==> src/rtl/alu_multicycle.sv <==
// rtl/alu_multicycle.sv - multicycle ALU: single-cycle logic/arith ops, bit-serial SLL/SRL
module alu_multicycle #(
    parameter int DATA_WIDTH = 32
) (
    input  logic                  clk,
    input  logic                  reset,
    input  logic                  start,
    input  logic [3:0]            ALUOperation,
    input  logic [DATA_WIDTH-1:0] A,
    input  logic [DATA_WIDTH-1:0] B,
    input  logic [4:0]            shamt,
    output logic [DATA_WIDTH-1:0] ALUResult,
    output logic                  Zero,
    output logic                  Error,
    output logic                  busy,
    output logic                  done
);

    localparam logic [3:0] OP_AND = 4'b0000;
    localparam logic [3:0] OP_OR  = 4'b0001;
    localparam logic [3:0] OP_LUI = 4'b0010;
    localparam logic [3:0] OP_ADD = 4'b0011;
    localparam logic [3:0] OP_SLL = 4'b0100;
    localparam logic [3:0] OP_NOR = 4'b0101;
    localparam logic [3:0] OP_SRL = 4'b0110;
    localparam logic [3:0] OP_SUB = 4'b0111;
    localparam logic [3:0] OP_JR  = 4'b1000;

    typedef enum logic {
        IDLE,
        SHIFT
    } state_t;

    state_t                state_q, state_d;
    logic [DATA_WIDTH-1:0] shreg_q, shreg_d;
    logic [4:0]            cnt_q, cnt_d;
    logic                  dir_right_q, dir_right_d;
    logic [DATA_WIDTH-1:0] result_q, result_d;
    logic                  zero_q, zero_d;
    logic                  error_q, error_d;
    logic                  busy_q, busy_d;
    logic                  done_q, done_d;

    logic [DATA_WIDTH-1:0] comb_res;
    logic                  comb_err;
    logic                  is_shift;
    logic [DATA_WIDTH-1:0] shreg_next;

    // Single-cycle datapath; a shift by 0 also resolves here and returns B
    always_comb begin
        comb_res = '0;
        comb_err = 1'b0;
        unique case (ALUOperation)
            OP_AND:  comb_res = A & B;
            OP_OR:   comb_res = A | B;
            OP_LUI:  comb_res = DATA_WIDTH'(B[15:0]) << 16;
            OP_ADD:  comb_res = A + B;
            OP_SLL:  comb_res = B;
            OP_NOR:  comb_res = ~(A | B);
            OP_SRL:  comb_res = B;
            OP_SUB:  comb_res = A - B;
            OP_JR:   comb_res = A;
            default: comb_err = 1'b1;
        endcase
    end

    assign is_shift   = (ALUOperation == OP_SLL) || (ALUOperation == OP_SRL);
    assign shreg_next = dir_right_q ? (shreg_q >> 1) : (shreg_q << 1);

    always_comb begin
        state_d     = state_q;
        shreg_d     = shreg_q;
        cnt_d       = cnt_q;
        dir_right_d = dir_right_q;
        result_d    = result_q;
        zero_d      = zero_q;
        error_d     = error_q;
        busy_d      = busy_q;
        done_d      = 1'b0;
        unique case (state_q)
            IDLE: begin
                if (start) begin
                    if (is_shift && (shamt != 5'd0)) begin
                        shreg_d     = B;
                        cnt_d       = shamt;
                        dir_right_d = (ALUOperation == OP_SRL);
                        busy_d      = 1'b1;
                        state_d     = SHIFT;
                    end else begin
                        result_d = comb_res;
                        zero_d   = (comb_res == '0);
                        error_d  = comb_err;
                        done_d   = 1'b1;
                    end
                end
            end
            SHIFT: begin
                // start is deliberately ignored here; requests are not queued
                shreg_d = shreg_next;
                cnt_d   = cnt_q - 5'd1;
                if (cnt_q == 5'd1) begin
                    result_d = shreg_next;
                    zero_d   = (shreg_next == '0);
                    error_d  = 1'b0;
                    done_d   = 1'b1;
                    busy_d   = 1'b0;
                    state_d  = IDLE;
                end
            end
            default: state_d = IDLE;
        endcase
    end

    always_ff @(posedge clk or negedge reset) begin
        if (!reset) begin
            state_q     <= IDLE;
            shreg_q     <= '0;
            cnt_q       <= '0;
            dir_right_q <= 1'b0;
            result_q    <= '0;
            zero_q      <= 1'b1;
            error_q     <= 1'b0;
            busy_q      <= 1'b0;
            done_q      <= 1'b0;
        end else begin
            state_q     <= state_d;
            shreg_q     <= shreg_d;
            cnt_q       <= cnt_d;
            dir_right_q <= dir_right_d;
            result_q    <= result_d;
            zero_q      <= zero_d;
            error_q     <= error_d;
            busy_q      <= busy_d;
            done_q      <= done_d;
        end
    end

    assign ALUResult = result_q;
    assign Zero      = zero_q;
    assign Error     = error_q;
    assign busy      = busy_q;
    assign done      = done_q;

endmodule

==> config.mk <==
export PLATFORM = sky130hd
export DESIGN_NAME = alu_multicycle
export DESIGN_NICKNAME = d
export VERILOG_FILES = /design/src/rtl/alu_multicycle.sv
export SDC_FILE = /design/constraint.sdc
export NUM_CORES = 1
export LEC_CHECK = 0
export CAP_MARGIN = 30
export CORE_MARGIN = 4
export CORE_UTILIZATION = 40
export CTS_CLUSTER_SIZE = 40
export DETAILED_ROUTE_END_ITERATION = 8
export PLACE_DENSITY = 0.62
export SYNTH_ARGS = -nofsm -noshare
export SYNTH_HDL_FRONTEND = slang
export SYNTH_SLANG_ARGS = --single-unit
==> constraint.sdc <==
create_clock -name clk -period 3.01 [get_ports clk]
set_input_delay 0.301 -clock clk [delete_from_list [all_inputs] [get_ports clk]]
set_output_delay 0.301 -clock clk [all_outputs]
set_load 0.005 [all_outputs]
Yosys cells after proc, flatten, opt, wreduce, memory -nomap -nowiden --
Index checks and enable logic that the tools add are counted.
Word-level totals: output and inout bits 36, input bits 76, word-level logic and storage cells 73, register bits 75
Cells by class: reductions and logical operators 12, muxes and demuxes 32, bitwise gates (word level) 4, eq/ne operators 13, add/subtract/negate cells 3
Operator list (number):
- $pmux 32 s8 | 1
- $mux 32 | 6
- $pmux 32 s2 | 2
- $logic_not 32->1 | 2
- $add 32x32->32 | 1
- $and 32x32->32 | 1
- $not 32->32 | 1
- $or 32x32->32 | 1
- $sub 32x32->32 | 1
- $eq 4x3->1 const B | 4
- $mux 1 | 15
- $mux 5 | 2
- $pmux 1 s2 | 5
- $pmux 5 s2 | 1
- $reduce_and 3->1 | 3
- $reduce_or 9->1 | 1
- $eq 4x2->1 const B | 2
- $ne 2x2->1 const B | 3
- $eq 5x1->1 const B | 1
- $reduce_bool 5->1 | 1
- $sub 5x1->5 const B | 1
- $eq 4x1->1 const B | 1
- $eq 4x4->1 const B | 1
- $logic_not 4->1 | 1
- 6 further kinds | 6

Logic depth before layout (Yosys ltp) --
depth after elaboration 7, mapped depth 23, depth with buffers taken out 19

Worst setup path before layout --
OpenSTA, ideal clock, no wires.
path type input-to-reg, start in ALUOperation[0], end reg zero_q, in the netlist Zero, data arrival time 5350 ps, buffers on the path 6, setup slack -2401 ps, data required time 2949 ps, stages 22, setup time 61 ps, cells stage by stage buf_6 clkbuf_1 clkbuf_1 nand3_1 clkbuf_1 clkbuf_1 nor2_1 clkbuf_1 nor2_1 xnor2_1 ha_1 nand2b_1 a32oi_1 o311ai_1 or4b_1 or4_1 or4_1 or4_1 nor4b_2 nand4bb_1 nor4b_2 a31o_1
On the way: longest elaborated chain between the ends 7, elaborated cells between the ends (all ways) 19, classes of those cells 9 x eq/ne; 4 x mux; 6 x reduce/logical
RTL lines:
- start, declared | RTL line 8 | input logic [3:0] ALUOperation,
- $eq 4x3->1 | RTL line 53, 67
- $reduce_or 2->1 (no source line)
- $pmux 32 s8 | RTL line 53 | unique case (ALUOperation)
- $logic_not 32->1 | RTL line 91 | zero_d = (comb_res == '0);
- $mux 1 | RTL line 83 | if (is_shift && (shamt != 5'd0)) begin
- $mux 1 | RTL line 82 | if (start) begin
- $pmux 1 s2 | RTL line 80 | unique case (state_q)
- end signal, assigned | RTL line 131 | zero_q <= zero_d;
- end, declared | RTL line 39 | logic zero_q, zero_d;
Several ways; a longest one is shown, not always the timed one. The select of a mux whose other input is x is not followed. A chain may end at the register's enable or synchronous reset.

Worst setup path in the final report --
start in B[10], end reg zero_q, in the netlist Zero
On the way: longest elaborated chain between the ends 7, elaborated cells between the ends (all ways) 10, classes of those cells 2 x add/sub; 4 x mux; 3 x bitwise; 1 x reduce/logical
RTL lines:
- start, declared | RTL line 10 | input logic [DATA_WIDTH-1:0] B,
- parallel branches: the longest is 2 deep, another holds $sub 32x32->32
- $pmux 32 s8 (*) | RTL line 53
- $logic_not 32->1 (*) | RTL line 91
- $mux 1 (*) | RTL line 83
- $mux 1 (*) | RTL line 82
- $pmux 1 s2 (*) | RTL line 80
Mark *: on every way between the ends. The select of a mux whose other input is x is not followed.

==> impl_metrics.json <==
{
  "drtPass1Iterations": 5,
  "numPortBuffers": 111,
  "slowest_stage": "or4_4",
  "fin_nets": 1520,
  "clkPwrFrac": 0.154,
  "skew_ns": 0.00621,
  "synth_most_common_cell": "a21oi_1",
  "cp.arrival_ns": 4.79,
  "cpPeakStageDelay_ns": 0.53,
  "clock-root-buffer": "clkbuf_16",
  "row_count": 51,
  "regArea_um2": 1880,
  "cts_buffer_depth": 2,
  "clk_pin_slew_ns": 0.06,
  "rsz0062_at_grt": "yes",
  "yosys_warnings": 0,
  "grtUsageTotal": 0.291,
  "multi_input_area_um2": 6880,
  "start_util": 0.408,
  "period_share": 1.50,
  "wl_per_cell_um": 20.3,
  "ant_nets": 0,
  "grt_pass1_wl_mm": 51.5,
  "clock_latency_ns": 0.34,
  "combPwrFrac": 0.591,
  "cts_sinks": 75,
  "max_freq_mhz": 222,
  "syn_to_final_growth_pct": 64.8,
  "worstMarginPinSlew_ns": 0.804,
  "slew_viol_final": 0,
  "fp.dieW_um": 149,
  "core-area_um2": 19600,
  "hp-class": "in -> async",
  "worst_ep_required_time_ns": 3.29,
  "drt-initial-drc-count": 1093,
  "cts_tree": "yes",
  "yosysSeqAreaShare": 0.235,
  "syn_nets": 1157,
  "p_sw_mw": 3.07,
  "grt_use_met3": 0.0418,
  "setup_ws_ns": -1.50,
  "hold_viol_final": 0,
  "timing.critical_path.from_type": "primary input",
  "end_kind": "register",
  "p_leak_nw": 5.49,
  "grt_busiest_layer": "met2",
  "power_density_nw_per_um2": 567,
  "violations": "negative setup slack",
  "fin_crit_ns": 4.51,
  "slew_headroom": 0.464,
  "n_antenna_cell": 0,
  "grt_pass1_vias": 9486,
  "grt_antenna_before_repair": 0,
  "ys_types": 73,
  "die_h_um": 149,
  "syn_area_um2": 8000,
  "setup_violations": 24,
  "drc": 0,
  "async_flop_share": 1.00,
  "drv_cap": 0,
  "netSwitchingFraction": 0.410,
  "hpwl_mm": 25.0,
  "synth_top_area_share": 0.231,
  "htreeDepth": 3,
  "num_io_pins": 112,
  "final_layout_size_suffix_gt1_frac": 0.385,
  "synth_edf_count": 0,
  "netlist_top_cells_count": "119 x a21oi_1, 111 x o21ai_0, 82 x nand2_1",
  "vias": 9942,
  "path_cells": "buf_8 > nor4_4 > nand2b_4 > or4_4 > or3_4 > or4_4 > o21ai_2 > xor2_1 > ha_1 > a21oi_2 > o21ai_1 > a21oi_1 > o21bai_1 > a31oi_2 > o31ai_4 > xnor2_1 > o21ai_1 > or3_1 > nor4b_2 > a31o_1",
  "numCtsBuffers": 9,
  "netlist_instances": 1044,
  "synth_ff_type": "dfrtp_1",
  "viasPerCell": 5.93,
  "worst_hold_slack_ns": 0.301,
  "syn_area_per_cell_um2": 7.66,
  "path_max_fanout": 4,
  "grt_util_met1": 0.397,
  "power.internal_mw": 4.41,
  "wirelength_mm": 34.1,
  "die_area_um2": 22300,
  "power_frac_seq": 0.254,
  "grt_max_degree": 76,
  "critical_path_class": "in -> reg",
  "ir_drop_uv": 343,
  "status": "finished, violations left",
  "synth_seq_cells": 75,
  "placed_area_um2": 11400,
  "nFillCells": 1590,
  "final_area_um2": 13200,
  "grt_use_met2": 0.458,
  "finalWeightedCongestion": 0.954,
  "yosys.area.top_type": "dfrtp_1",
  "synthTopCellsByArea": "dfrtp_1 23%, mux2i_1 7.5%, a21oi_1 7.4%",
  "grt-ovfl-total": 0
}
-- layout by cell type, fill, tap and decap left out, types with 19 or more instances in the layout --
master | synthesis | routed
a21boi_0 | 31 | 30
buf_6 | 2 | 48
clkdlybuf4s50_1 | 0 | 90
a21oi_2 | 0 | 27
dfrtp_1 | 74 | 72
nor2b_1 | 21 | 20
xor2_1 | 22 | 20
nand2_1 | 82 | 70
a21oi_1 | 119 | 86
o21ai_0 | 111 | 55
ha_1 | 36 | 31
nor2_1 | 74 | 67
o21ai_1 | 3 | 19
mux2i_1 | 60 | 59
nor3_1 | 43 | 39
xnor2_1 | 34 | 25
o21ai_2 | 0 | 23
buf_4 | 0 | 270
-- logic make-up after synthesis --
logic type	count (synthesis)	share of synthesized area
buffers and inverters	97	0.0483
AO/OA/AOI/OAI	386	0.299
AND/OR/NAND/NOR	315	0.198
XOR/XNOR	56	0.0613
multiplexers	78	0.100
flip-flops	75	0.235
adder cells (fa/ha/maj)	37	0.0588
-- worst paths after layout --
path                            slack (ns)  startpoint  cells after the start    endpoint
min in group clk                      0.45        B[0]                      4  shreg_q[0]
worst max-delay path                 -1.50       B[10]                     20        Zero
worst min register to register        0.49        busy                      1        busy
worst min-delay path                  0.30       reset                      2    cnt_q[2]
max in group asynchronous             2.14       reset                      3        Zero
worst max register to register       -0.77    cnt_q[1]                     12        Zero
-- power by group through the flow --
stage | Clock [mW] | Combinational (mW) | Sequential, mW
6_report | 1.15 | 4.42 | 1.90
5_1_grt | 1.22 | 4.76 | 1.95
4_1_cts | 1.18 | 4.17 | 1.89
3_5_place_dp | 0 | 3.74 | 1.90
3_3_place_gp | 0 | 3.67 | 1.89
2_1_floorplan | 0 | 2.11 | 1.77
-- timing repair --
item	4_1_cts	5_1_grt
gates resized for setup	242	89
setup buffers	44	24
endpoints found under the setup margin	28	26
pin swaps	126	107
hold buffers	0	1
hold endpoints to repair	0	1
-- worst max-delay path, delay by kind of cell --
family	cells	cell delay, ns
adder cells (fa/ha/maj)	1	0.33
AND/OR/NAND/NOR	7	2.33
AO/OA/AOI/OAI	9	1.31
XOR/XNOR	2	0.41
buffers and inverters	1	0.10
-- final cells by class --
class,count,share of cell area
clock buffer,10,0.0174
clock inverter,6,0.00674
inverter,22,0.00645
multi-input combinational,872,0.522
sequential,75,0.143
tap,265,0.0252
timing repair buffer,427,0.279
-- routing by layer --
layer,vias to the layer above,part of all wire
met5,-,0
met2,518,0.46
met1,4697,0.42
met3,109,0.081
met4,0,0.046
li1,4618,-
-- stage by stage --
stage | worst slack [ns] | total power, mW | util | instances | TNS (ns)
after floorplan | -1.73 | 3.88 | - | 1044 | -17.52
after global placement | -2.33 | 5.56 | 0.580 | 1610 | -42.99
after detailed placement | -2.34 | 5.64 | 0.580 | 1610 | -43.79
final | -1.50 | 7.48 | 0.673 | 1677 | -19.42
after global routing | -1.62 | 7.94 | 0.673 | 1677 | -22.16
after CTS | -1.43 | 7.23 | 0.645 | 1663 | -18.74
Power figures use the tool's default switching activity.
